[src/rtl/td4_pkg.sv]
// Shared types for the TD4 core: ISA widths, opcode encoding and decoded control word.
package td4_pkg;

   localparam int unsigned DATA_W = 4;
   localparam int unsigned PC_W   = 4;
   localparam int unsigned INSN_W = 8;

   typedef enum logic [3:0] {
      OP_ADD_A    = 4'b0000,
      OP_MOV_A_B  = 4'b0001,
      OP_IN_A     = 4'b0010,
      OP_MOV_A_IM = 4'b0011,
      OP_MOV_B_A  = 4'b0100,
      OP_ADD_B    = 4'b0101,
      OP_IN_B     = 4'b0110,
      OP_MOV_B_IM = 4'b0111,
      OP_OUT_B    = 4'b1001,
      OP_OUT_IM   = 4'b1011,
      OP_JNC      = 4'b1110,
      OP_JMP      = 4'b1111
   } opcode_t;

   typedef enum logic [1:0] {SRC_ZERO, SRC_A, SRC_B, SRC_IN} src_sel_t;
   typedef enum logic [1:0] {DST_NONE, DST_A, DST_B, DST_OUT} dst_sel_t;

   // use_imm gates the immediate into the adder; register moves ignore it.
   typedef struct packed {
      src_sel_t src_sel;
      dst_sel_t dst_sel;
      logic     use_imm;
      logic     load_pc;
      logic     use_carry;
   } decode_t;

endpackage

[src/rtl/td4_if.sv]
// ROM fetch and board I/O bundle between the TD4 core and its surroundings.
interface td4_if;
   import td4_pkg::*;

   logic [PC_W-1:0]   rom_addr_out;
   logic [INSN_W-1:0] rom_data_in;
   logic [DATA_W-1:0] in_port_in;
   logic [DATA_W-1:0] out_port_out;
   logic [DATA_W-1:0] reg_a_out;
   logic [DATA_W-1:0] reg_b_out;
   logic              carry_out;

   modport master (
      output rom_addr_out, out_port_out, reg_a_out, reg_b_out, carry_out,
      input  rom_data_in, in_port_in
   );

   modport slave (
      input  rom_addr_out, out_port_out, reg_a_out, reg_b_out, carry_out,
      output rom_data_in, in_port_in
   );
endinterface

[src/rtl/td4_decoder.sv]
// Combinational opcode decode; undefined opcodes fall through to a NOP control word.
module td4_decoder
   import td4_pkg::*;
(
   input  logic [3:0] opcode,
   output decode_t    dec
);

   always_comb begin
      dec = '{src_sel: SRC_ZERO, dst_sel: DST_NONE, use_imm: 1'b0,
              load_pc: 1'b0, use_carry: 1'b0};
      case (opcode)
         OP_ADD_A:    begin dec.src_sel = SRC_A;  dec.dst_sel = DST_A;   dec.use_imm = 1'b1; end
         OP_MOV_A_B:  begin dec.src_sel = SRC_B;  dec.dst_sel = DST_A;   end
         OP_IN_A:     begin dec.src_sel = SRC_IN; dec.dst_sel = DST_A;   end
         OP_MOV_A_IM: begin dec.dst_sel = DST_A;  dec.use_imm = 1'b1;    end
         OP_MOV_B_A:  begin dec.src_sel = SRC_A;  dec.dst_sel = DST_B;   end
         OP_ADD_B:    begin dec.src_sel = SRC_B;  dec.dst_sel = DST_B;   dec.use_imm = 1'b1; end
         OP_IN_B:     begin dec.src_sel = SRC_IN; dec.dst_sel = DST_B;   end
         OP_MOV_B_IM: begin dec.dst_sel = DST_B;  dec.use_imm = 1'b1;    end
         OP_OUT_B:    begin dec.src_sel = SRC_B;  dec.dst_sel = DST_OUT; end
         OP_OUT_IM:   begin dec.dst_sel = DST_OUT; dec.use_imm = 1'b1;   end
         OP_JNC:      begin dec.use_imm = 1'b1; dec.load_pc = 1'b1; dec.use_carry = 1'b1; end
         OP_JMP:      begin dec.use_imm = 1'b1; dec.load_pc = 1'b1; end
         default:     ;
      endcase
   end

endmodule

[src/rtl/td4_core.sv]
// Single-cycle TD4 CPU: fetch ROM[PC], execute through one 4-bit adder, commit on the next edge.
module td4_core
   import td4_pkg::*;
(
   input  logic clk_in,
   input  logic rst_n_in,
   input  logic en_in,
   td4_if.master bus
);

   logic [PC_W-1:0]   pc;
   logic [DATA_W-1:0] reg_a;
   logic [DATA_W-1:0] reg_b;
   logic [DATA_W-1:0] out_q;
   logic              carry;

   decode_t           dec;
   logic [DATA_W-1:0] imm;
   logic [DATA_W-1:0] src;
   logic [DATA_W-1:0] opnd;
   logic [DATA_W:0]   sum;
   logic              take_jump;
   logic [PC_W-1:0]   pc_next;

   assign imm = bus.rom_data_in[DATA_W-1:0];

   td4_decoder u_decoder (
      .opcode (bus.rom_data_in[INSN_W-1:DATA_W]),
      .dec    (dec)
   );

   // Every instruction routes through the adder, so carry is simply its MSB.
   always_comb begin
      src = '0;
      case (dec.src_sel)
         SRC_A:   src = reg_a;
         SRC_B:   src = reg_b;
         SRC_IN:  src = bus.in_port_in;
         default: src = '0;
      endcase
      opnd      = dec.use_imm ? imm : '0;
      sum       = {1'b0, src} + {1'b0, opnd};
      take_jump = dec.load_pc & ~(dec.use_carry & carry);
      pc_next   = take_jump ? sum[PC_W-1:0] : pc + PC_W'(1);
   end

   always_ff @(posedge clk_in) begin
      if (!rst_n_in) begin
         pc    <= '0;
         reg_a <= '0;
         reg_b <= '0;
         out_q <= '0;
         carry <= 1'b0;
      end else if (en_in) begin
         pc    <= pc_next;
         carry <= sum[DATA_W];
         case (dec.dst_sel)
            DST_A:   reg_a <= sum[DATA_W-1:0];
            DST_B:   reg_b <= sum[DATA_W-1:0];
            DST_OUT: out_q <= sum[DATA_W-1:0];
            default: ;
         endcase
      end
   end

   assign bus.rom_addr_out = pc;
   assign bus.out_port_out = out_q;
   assign bus.reg_a_out    = reg_a;
   assign bus.reg_b_out    = reg_b;
   assign bus.carry_out    = carry;

endmodule

[src/flat_wrapper.sv]
// flat-port wrapper written by rule: the top's interface ports become plain ports
module td4_core_flat import td4_pkg::*;
  (clk_in, rst_n_in, en_in, bus_rom_addr_out, bus_out_port_out, bus_reg_a_out, bus_reg_b_out, bus_carry_out, bus_rom_data_in, bus_in_port_in);
  td4_if bus_i ();
  input  logic clk_in;
  input  logic rst_n_in;
  input  logic en_in;
  output wire logic [$bits(bus_i.rom_addr_out)-1:0] bus_rom_addr_out;
  output wire logic [$bits(bus_i.out_port_out)-1:0] bus_out_port_out;
  output wire logic [$bits(bus_i.reg_a_out)-1:0] bus_reg_a_out;
  output wire logic [$bits(bus_i.reg_b_out)-1:0] bus_reg_b_out;
  output wire logic [$bits(bus_i.carry_out)-1:0] bus_carry_out;
  input wire logic [$bits(bus_i.rom_data_in)-1:0] bus_rom_data_in;
  input wire logic [$bits(bus_i.in_port_in)-1:0] bus_in_port_in;
  assign bus_rom_addr_out = bus_i.rom_addr_out;
  assign bus_out_port_out = bus_i.out_port_out;
  assign bus_reg_a_out = bus_i.reg_a_out;
  assign bus_reg_b_out = bus_i.reg_b_out;
  assign bus_carry_out = bus_i.carry_out;
  assign bus_i.rom_data_in = bus_rom_data_in;
  assign bus_i.in_port_in = bus_in_port_in;
  td4_core u_core (.clk_in(clk_in), .rst_n_in(rst_n_in), .en_in(en_in), .bus(bus_i));
endmodule
[config.mk]
export PLATFORM = sky130hd
export DESIGN_NAME = td4_core_flat
export DESIGN_NICKNAME = d
export VERILOG_FILES = /design/src/rtl/td4_pkg.sv /design/src/rtl/td4_if.sv /design/src/rtl/td4_decoder.sv /design/src/rtl/td4_core.sv /design/src/flat_wrapper.sv
export SDC_FILE = /design/constraint.sdc
export NUM_CORES = 1
export LEC_CHECK = 0
export CORE_MARGIN = 3
export CORE_UTILIZATION = 41
export DETAILED_ROUTE_END_ITERATION = 6
export GPL_ROUTABILITY_DRIVEN = 0
export GPL_TIMING_DRIVEN = 1
export PLACE_DENSITY = 0.77
export SLEW_MARGIN = 10
export SYNTH_ARGS = -nofsm -noshare
export SYNTH_HDL_FRONTEND = slang
export SYNTH_SLANG_ARGS = --single-unit
[constraint.sdc]
create_clock -name clk_in -period 2.5 [get_ports clk_in]
set_clock_uncertainty 0.1 [all_clocks]
set_input_delay 0.5 -clock clk_in [delete_from_list [all_inputs] [get_ports clk_in]]
set_output_delay 0.5 -clock clk_in [all_outputs]
set_load 0.005 [all_outputs]
After elaboration in Yosys (flattened, before gate mapping)
Index checks and enable logic that the tools add are counted.
- add/subtract/negate cells: 2
- equality and inequality tests: 17
- mux-type cells: 8
- bitwise logic cells: 3
- reduce and logical (&&, ||, !) cells: 12
- operators by type and width (kind ; count):
    equality test 4 x 3 -> 1 bit (second input constant) ; 4
    equality test 4 bit (second input constant) ; 4
    case mux 2 bit (3 select lines) ; 2
    case mux 4 bit (3 select lines) ; 1
    equality test 2 bit (second input constant) ; 4
    equality test 4 x 2 -> 1 bit (second input constant) ; 2
    two-way mux 4 bit ; 2
    OR reduction 2 bit ; 4
    OR reduction 4 bit ; 2
    OR reduction 7 bit ; 1
    AND reduction 2 bit ; 3
    adder 4 x 4 -> 5 bit ; 1
    adder 4 x 1 -> 4 bit (second input constant) ; 1
    equality test 2 x 1 -> 1 bit (second input constant) ; 2
    equality test 4 x 1 -> 1 bit (second input constant) ; 1
    zero test 4 bit ; 1
    two-way mux 1 bit ; 3
    OR reduction 3 bit ; 1
    bitwise AND 1 bit ; 2
    inverter 1 bit ; 1
- register bits after elaboration: 17
- input bits: 15
- output and inout bits: 17
- logic and storage cells: 47

Logic depth before layout (Yosys ltp)
Gate-level depths: netlist of run 1.
- depth after elaboration: 7
- gate-level depth with buffers: 10
- mapped depth without buffers: 9

Hierarchy
A second synthesis of run 1 with hierarchy kept.
- cells, all modules: 124
- area, all modules: 1106.1 µm²
- modules (own cells, without submodules) (module ; times used ; cells each ; area an instance (µm²) ; sequential area each (µm²)):
    td4_core ; 1 ; 107 ; 1014.7 ; 340.3
    td4_decoder ; 1 ; 17 ; 91.3 ; 0.0

Worst setup path before layout of run 1
Ideal clock, no wire load.
- path kind: input to register
- start point: in bus_rom_data_in[5]
- end point: reg u_core.pc[3] (netlist: u_core.bus.rom_addr_out[3])
- setup time: 144 ps
- arrival: 2189 ps
- data required time: 2256 ps
- path slack: 67 ps
- cell stages on the path: 9
- buffers on the path: 1
- cells stage by stage: clkbuf_8 nor3b_1 nand2_1 o21ai_0 ha_1 a21o_1 a21oi_1 xor2_1 o311ai_0
- cells in the longest elaborated chain, start to end: 7
- elaborated cells on any way between the ends: 31
- classes of those cells: add/sub (1); eq/ne (14); mux (7); bitwise (3); reduce/logical (6)
- ends and longest elaborated chain (what ; line ; source):
    start, declared ; flat_wrapper.sv:13 ; input wire logic [$bits(bus_i.rom_data_in)-1:0] bus_rom_data_in;
    equality test 4 x 3 -> 1 bit (tied with other cells) ; td4_decoder.sv:12 ; case (opcode)
    OR reduction 3 bit (no source line) or OR reduction 2 bit (tied branches) ; n/a ;
    case mux 2 bit (3 select lines) ; td4_decoder.sv:12 ;
    equality test 2 bit or equality test 2 x 1 -> 1 bit (tied branches) ; td4_core.sv:35 ; case (dec.src_sel)
    case mux 4 bit (3 select lines) ; td4_core.sv:35 ;
    adder 4 x 4 -> 5 bit ; td4_core.sv:42 ; sum = {1'b0, src} + {1'b0, opnd};
    two-way mux 4 bit * ; td4_core.sv:44 ; pc_next = take_jump ? sum[PC_W-1:0] : pc + PC_W'(1);
    end signal, assigned ; td4_core.sv:55 ; pc <= pc_next;
    end, declared ; td4_core.sv:11 ; logic [PC_W-1:0] pc;
Every way passes the cells marked *; elsewhere a longest branch is shown, timed or not.
A chain may end at the register's enable or synchronous reset.

Worst setup path in the final report of run 1
- start point: in bus_rom_data_in[7]
- end point: reg u_core.reg_b[2] (netlist: u_core.bus.reg_b_out[2])
- cells in the longest elaborated chain, start to end: 6
- elaborated cells on any way between the ends: 30
- classes of those cells: add/sub (1); eq/ne (15); mux (5); reduce/logical (9)
- ends and longest elaborated chain (what ; line ; source):
    equality test 4 x 3 -> 1 bit (tied with other cells) ; td4_decoder.sv:12 ;
    OR reduction 3 bit (no source line) or OR reduction 2 bit (tied branches) ; n/a ;
    case mux 2 bit (3 select lines) ; td4_decoder.sv:12 ;
    equality test 2 bit or equality test 2 x 1 -> 1 bit (tied branches) ; td4_core.sv:35 ;
    case mux 4 bit (3 select lines) ; td4_core.sv:35 ;
    adder 4 x 4 -> 5 bit ; td4_core.sv:42 ;
    end signal, assigned ; td4_core.sv:59 ; DST_B: reg_b <= sum[DATA_W-1:0];
    end, declared ; td4_core.sv:13 ; logic [DATA_W-1:0] reg_b;
Several ways; a longest one is shown, not always the timed one.

==> results of run 1 <==
cell families after synthesis:
group / after synthesis / synth area share
and+or+nand+nor: 46 / 0.261
AOI/OAI and AO/OA: 29 / 0.186
DFF: 17 / 0.330
muxes: 9 / 0.0922
buffers and inverters: 6 / 0.0340
adders and majority gates: 6 / 0.0801
xor gates and xnor gates: 2 / 0.0170
worst max-delay path, delay by kind of cell:
| kind | cells | cell delay (ns) |
|---|---|---|
| buffers and inverters | 5 | 0.76 |
| AND/OR/NAND/NOR | 3 | 0.26 |
| adder cells (fa/ha/maj) | 2 | 0.55 |
| XOR/XNOR | 1 | 0.16 |
| AO/OA/AOI/OAI | 2 | 0.30 |
repair_timing:
action,CTS,global route
setup endpoints to repair,13,10
pin swaps,3,2
cloned,0,0
buffers inserted,0,1
gates resized for setup,12,11
state kept, by name, indices dropped and copies added, names as in the netlist:
register and cells:
u_core.bus.out_port_out 4, u_core.bus.reg_a_out 4, u_core.bus.reg_b_out 4, u_core.bus.rom_addr_out 4, u_core.bus.carry_out 1
area by class of cell:
cell class | instances | area share
multi-input cells | 92 | 0.450
repair buffers | 49 | 0.287
flip-flops and latches | 17 | 0.220
well taps | 28 | 0.0227
clock buffers | 3 | 0.0146
clock inverters | 1 | 0.00324
inverters | 1 | 0.00243
placed cells by master (no fill, tap or decap), types with 2 or more instances in the layout:
cell | synthesis | layout
clkdlybuf4s50_1 | 0 | 27
nand3b_1 | 4 | 4
o21ai_1 | 0 | 3
ha_1 | 5 | 4
o21a_1 | 2 | 2
nand2_1 | 17 | 17
mux2i_1 | 8 | 8
dfxtp_1 | 17 | 17
o21ai_0 | 7 | 4
buf_4 | 0 | 17
nor2b_1 | 6 | 5
a31oi_1 | 2 | 2
a21oi_1 | 6 | 4
nor3b_2 | 1 | 2
a21o_1 | 2 | 2
a21oi_2 | 0 | 2
o22ai_1 | 2 | 2
nor2_1 | 4 | 4
clkbuf_4 | 0 | 3
nand2b_1 | 2 | 2
clkdlybuf4s15_1 | 0 | 3
nand3_1 | 3 | 3
per-layer routing:
metal	routed length, um	up-vias
met2	1380	48
met5	0	-
met1	1220	466
li1	-	512
met3	293	6
met4	41	0
worst paths after layout:
path / end / depth (start not counted) / slack (ns) / startpoint
setup / recovery: u_core.bus.reg_b_out[2]$_SDFFE_PN0P_ / 13 / 0.08 / bus_rom_data_in[7]
hold / removal: u_core.bus.out_port_out[3]$_SDFFE_PN0P_ / 2 / 0.37 / u_core.bus.out_port_out[3]$_SDFFE_PN0P_
setup reg to reg: u_core.bus.reg_b_out[2]$_SDFFE_PN0P_ / 8 / 0.49 / u_core.bus.reg_a_out[0]$_SDFFE_PN0P_
hold reg to reg: u_core.bus.out_port_out[3]$_SDFFE_PN0P_ / 2 / 0.37 / u_core.bus.out_port_out[3]$_SDFFE_PN0P_
per-stage QoR:
| step | setup WS [ns] | setup TNS (ns) |
|---|---|---|
| final | 0.0824 | 0 |
| after floorplan | 0.0674 | 0 |
| after detailed placement | -0.506 | -5.38 |
| after global routing | -0.0288 | -0.0485 |
| after global placement | -0.459 | -4.78 |
| after CTS | 0.109 | 0 |
power by group:
group	total, mW	internal (mW)	switching, mW
Combinational	0.171	0.0962	0.0752
Sequential	0.291	0.281	0.00948
Clock	0.155	0.0597	0.0951
==> out/qor.csv, run 1 <==
stage,metric,value,unit
outcome,outcome,completed,
grt,grt_antenna_before_repair,0,
sta,fin_crit_sh,0.967,
floorplan,num_rows,17,
floorplan,start_util,0.449,
critical_path,path_common_cell,buf_4,
yosys,syn_inst,115,
sta,setup_viol,0,
critical_path,path_max_fanout,4,
floorplan,pin_count,32,
pwr,power.total,0.617,mW
cells_and_area,final_nets,185,
floorplan,die_h,56.1,um
routing,vias,1032,
clock_network,htree_num_levels,1,
critical_path,worstPathArrival,2.53,ns
sta,fmax,0.414,GHz
critical_path,crit_chain,"clkdlybuf4s15_1, and2_4, nor3b_2, buf_4, buf_4, nand2_1, o21ai_1, ha_2, buf_4, fa_2, xnor2_2, buf_4, a211oi_2",
routing,via_per_inst,5.40,
floorplan,dieArea,3150,um^2
placement,port_buffers,31,
critical_path,start_kind,input pin,
routing,wl_per_cell,15.4,um
floorplan,die_w,56.1,um
cells_and_area,synthToLayoutAreaGrowth,50.0,%
grt,gr-max-usage-layer,met2,
critical_path,critPathKind,input pin to flop,
clock_network,clk_latency,0.30,ns
clock_network,cts-root-buf,clkbuf_4,
cells_and_area,final_util,0.673,
critical_path,cpPeakStageDelay,0.36,ns
sta,drv_slew,0,
cells_and_area,multi_input_area,696,um^2
critical_path,cp_data_required_time,2.62,ns
yosys,yosysUniqueCellTypes,40,
routing,drc_errors,0,
yosys,ys_seq_elements,17,
yosys,synth_largest_area_cell,dfxtp_1,
grt,grt_pass1_wl,4.61,mm
placement,hpwl,2.17,mm
pwr,ir_drop,0.288,mV
cells_and_area,regArea,340,um^2
floorplan,core_area,2300,um^2
yosys,ys_seq_area_frac,0.330,
critical_path,crit_path_top_delay_cell,fa_2,
sta,period_minus_slack,2.42,ns
grt,grt_usage,0.184,
yosys,synth_commonest_cells,"17 x dfxtp_1, 17 x nand2_1, 8 x mux2i_1",
routing,drt_pre_antenna_iters,4,
min_path,min_path_type,flop to flop,
routing,drtIter0Drc,23,
grt,grt_max_degree,11,
placement,place_inst,186,
yosys,avgSynthCellArea,8.97,um^2
clock_network,cts_buffer_depth,2,
yosys,async_flop_share,0,
sta,final-hold-violation-count,0,
pwr,p_leak,0.621,nW
cells_and_area,num_antenna_cells,0,
flow_run,maxCapViolations,0,
yosys,yosys.area.top_type_share,0.330,
grt,first_global_vias,997,
yosys,synth_nets,136,
yosys,syn_area,1030,um^2
cells_and_area,final_area,1550,um^2
pwr,power_density,399,nW/um^2
yosys,netlist_top_cells_area,"dfxtp_1 33%, mux2i_1 7.8%, nand2_1 6.2%",
clock_network,tritoncts,done,
placement,placed_area,1470,um^2
critical_path,crit_path_end_kind,flop,
cells_and_area,final_cell_count_no_fill,191,
sta,slew-limit-headroom,0.663,
yosys,synthFlopType,dfxtp_1,
grt,use_met1,0.239,
yosys,synth_edf_count,0,
sta,holdWs,0.372,ns
cells_and_area,fillers,187,
grt,grt-ovfl-total,0,
clock_network,clkTransAtPathRegs,0.11,ns
clock_network,cts.sinks,17,
clock_network,cts_hold_buffers,0,
routing,routed_wl,2.94,mm
sta,worst-slew-pin-transition,0.503,ns
yosys,ys.warnings.count,0,
grt,use_met2,0.297,
routing,antenna_left,0,
cells_and_area,drive_gt1_frac,0.258,
clock_network,cts_buffers,3,
grt,gr-usage-met3,0.0510,
No activity file was read; power rests on OpenSTA's default activity.
==> inputs of run 2 (changes only) <==
Settings changed: RECOVER_POWER set to 25.
==> run 2 against run 1 <==
  * Register-to-register slack barely moved
  * Setup slack did not move
  * Core utilization did not move
  * Clock power barely moved
  * Critical path depth did not move
  * Non-clock buffer count did not move
==> out/qor.csv, run 2 (same netlist as run 1, synthesis figures left out) <==
stage,metric,value,unit,change
clock_network,cts.sinks,17,,unchanged
critical_path,start_kind,input pin,,
outcome,outcome,completed,,
clock_network,cts_hold_buffers,0,,unchanged
clock_network,clk_latency,0.30,ns,about the same
placement,place_ws,-0.506,ns,unchanged
pwr,power.total,0.615,mW,-0.26%
clock_network,htree_num_levels,1,,unchanged
flow_run,maxCapViolations,0,,unchanged
pwr,ir_drop,0.288,mV,-0.24%
sta,final-hold-violation-count,0,,unchanged
critical_path,crit_path_end_kind,flop,,
sta,slew-limit-headroom,0.663,,unchanged
grt,first_global_vias,997,,unchanged
clock_network,cts_buffers,3,,unchanged
sta,setup_viol,0,,unchanged
placement,hpwl,2.17,mm,unchanged
sta,setup_ws,0.0824,ns,unchanged
floorplan,die_h,56.1,um,unchanged
critical_path,cp_data_required_time,2.62,ns,about the same
cells_and_area,most-common-layout-cells,"19 x clkdlybuf4s50_1, 17 x nand2_1, 17 x buf_4, 17 x dfxtp_1",,
pwr,power_density,398,nW/um^2,-0.26%
floorplan,start_util,0.449,,unchanged
grt,grt-ovfl-total,0,,unchanged
clock_network,clkTransAtPathRegs,0.11,ns,about the same
floorplan,dieArea,3150,um^2,unchanged
routing,drc_errors,0,,unchanged
pwr,p_leak,0.648,nW,+4.2%
critical_path,worstPathArrival,2.53,ns,about the same
placement,port_buffers,31,,unchanged
floorplan,die_w,56.1,um,unchanged
clock_network,cts_buffer_depth,2,,unchanged
cells_and_area,final_area,1550,um^2,unchanged
routing,routed_wl,2.94,mm,about the same
sta,drv_slew,0,,unchanged
routing,drtIter0Drc,23,,unchanged
clock_network,cts-root-buf,clkbuf_4,,
routing,antenna_left,0,,unchanged
grt,grt_antenna_before_repair,0,,unchanged
routing,drt_pre_antenna_iters,4,,unchanged
floorplan,core_area,2300,um^2,unchanged
grt,grt_max_degree,11,,unchanged
critical_path,critPathKind,input pin to flop,,
critical_path,path_max_fanout,4,,unchanged
cells_and_area,final_nets,185,,unchanged
cells_and_area,num_antenna_cells,0,,unchanged
grt,grt_usage,0.184,,unchanged
sta,fmax,0.414,GHz,unchanged
sta,fin_crit_sh,0.967,,unchanged
min_path,min_path_type,flop to flop,,
cells_and_area,final_common_cell,clkdlybuf4s50_1,,
routing,wl_per_cell,15.4,um,about the same
cells_and_area,synthToLayoutAreaGrowth,50.0,%,unchanged
cells_and_area,drive_gt1_frac,0.258,,unchanged
cells_and_area,fillers,187,,unchanged
routing,via_per_inst,5.40,,about the same
grt,grt_pass1_wl,4.61,mm,unchanged
cells_and_area,final_util,0.673,,unchanged
clock_network,tritoncts,done,,
sta,period_minus_slack,2.42,ns,unchanged
placement,placed_area,1470,um^2,unchanged
sta,worst-slew-pin-transition,0.503,ns,unchanged
floorplan,num_rows,17,,unchanged
routing,vias,1031,,-0.097%
floorplan,pin_count,32,,unchanged
[run 2: path summary, 6_finish.rpt]
check / start / endpoint / slack [ns] / cells past startpoint
setup / recovery: bus_rom_data_in[7] / u_core.bus.reg_b_out[2]$_SDFFE_PN0P_ / 0.08 / 13
hold / removal: u_core.bus.out_port_out[3]$_SDFFE_PN0P_ / u_core.bus.out_port_out[3]$_SDFFE_PN0P_ / 0.37 / 2
setup reg to reg: u_core.bus.reg_a_out[0]$_SDFFE_PN0P_ / u_core.bus.reg_b_out[2]$_SDFFE_PN0P_ / 0.49 / 8
hold reg to reg: u_core.bus.out_port_out[3]$_SDFFE_PN0P_ / u_core.bus.out_port_out[3]$_SDFFE_PN0P_ / 0.37 / 2
[run 2: critical path: stages]
cell and delay (ns):
clkdlybuf4s15_1 0.21, and2_4 0.17, nor3b_2 0.04, buf_4 0.14
buf_4 0.13, nand2_1 0.05, o21ai_1 0.07, ha_2 0.19
buf_4 0.13, fa_2 0.36, xnor2_2 0.16, buf_4 0.15
a211oi_2 0.23
[run 2: metal layers]
metal,track usage,part of all wire
met1,0.239,0.42
met2,0.297,0.47
met3,0.0510,0.10
met4,0.0508,0.014
met5,0,0
[run 2: final cells by class]
class,count,area [um^2],area share
clock buffers,3,22.5,0.0146
inverters,1,3.75,0.00243
flip-flops and latches,17,340,0.220
well taps,28,35.0,0.0227
clock inverters,1,5.00,0.00324
repair buffers,49,444,0.287
multi-input cells,92,696,0.450
[run 2: metrics by stage]
step / hold WS, ns / setup TNS (ns) / std cells
final: 0.369 / 0 / 191
after global routing: 0.415 / -0.0485 / 191
after CTS: 0.375 / 0 / 190
after detailed placement: 0.360 / -5.38 / 186
after global placement: 0.356 / -4.78 / 186
after floorplan: 0.363 / 0 / 115
[run 2: power breakdown]
part           total [mW]  switching (mW)  internal, mW
Sequential          0.291         0.00931         0.281
Combinational       0.170          0.0752        0.0948
Clock               0.155          0.0951        0.0597
[run 2: what timing repair did]
| item | CTS | global route |
|---|---|---|
| setup buffers | 0 | 1 |
| pin swaps | 3 | 2 |
| endpoints found under the setup margin | 13 | 10 |
| resized for setup | 12 | 11 |
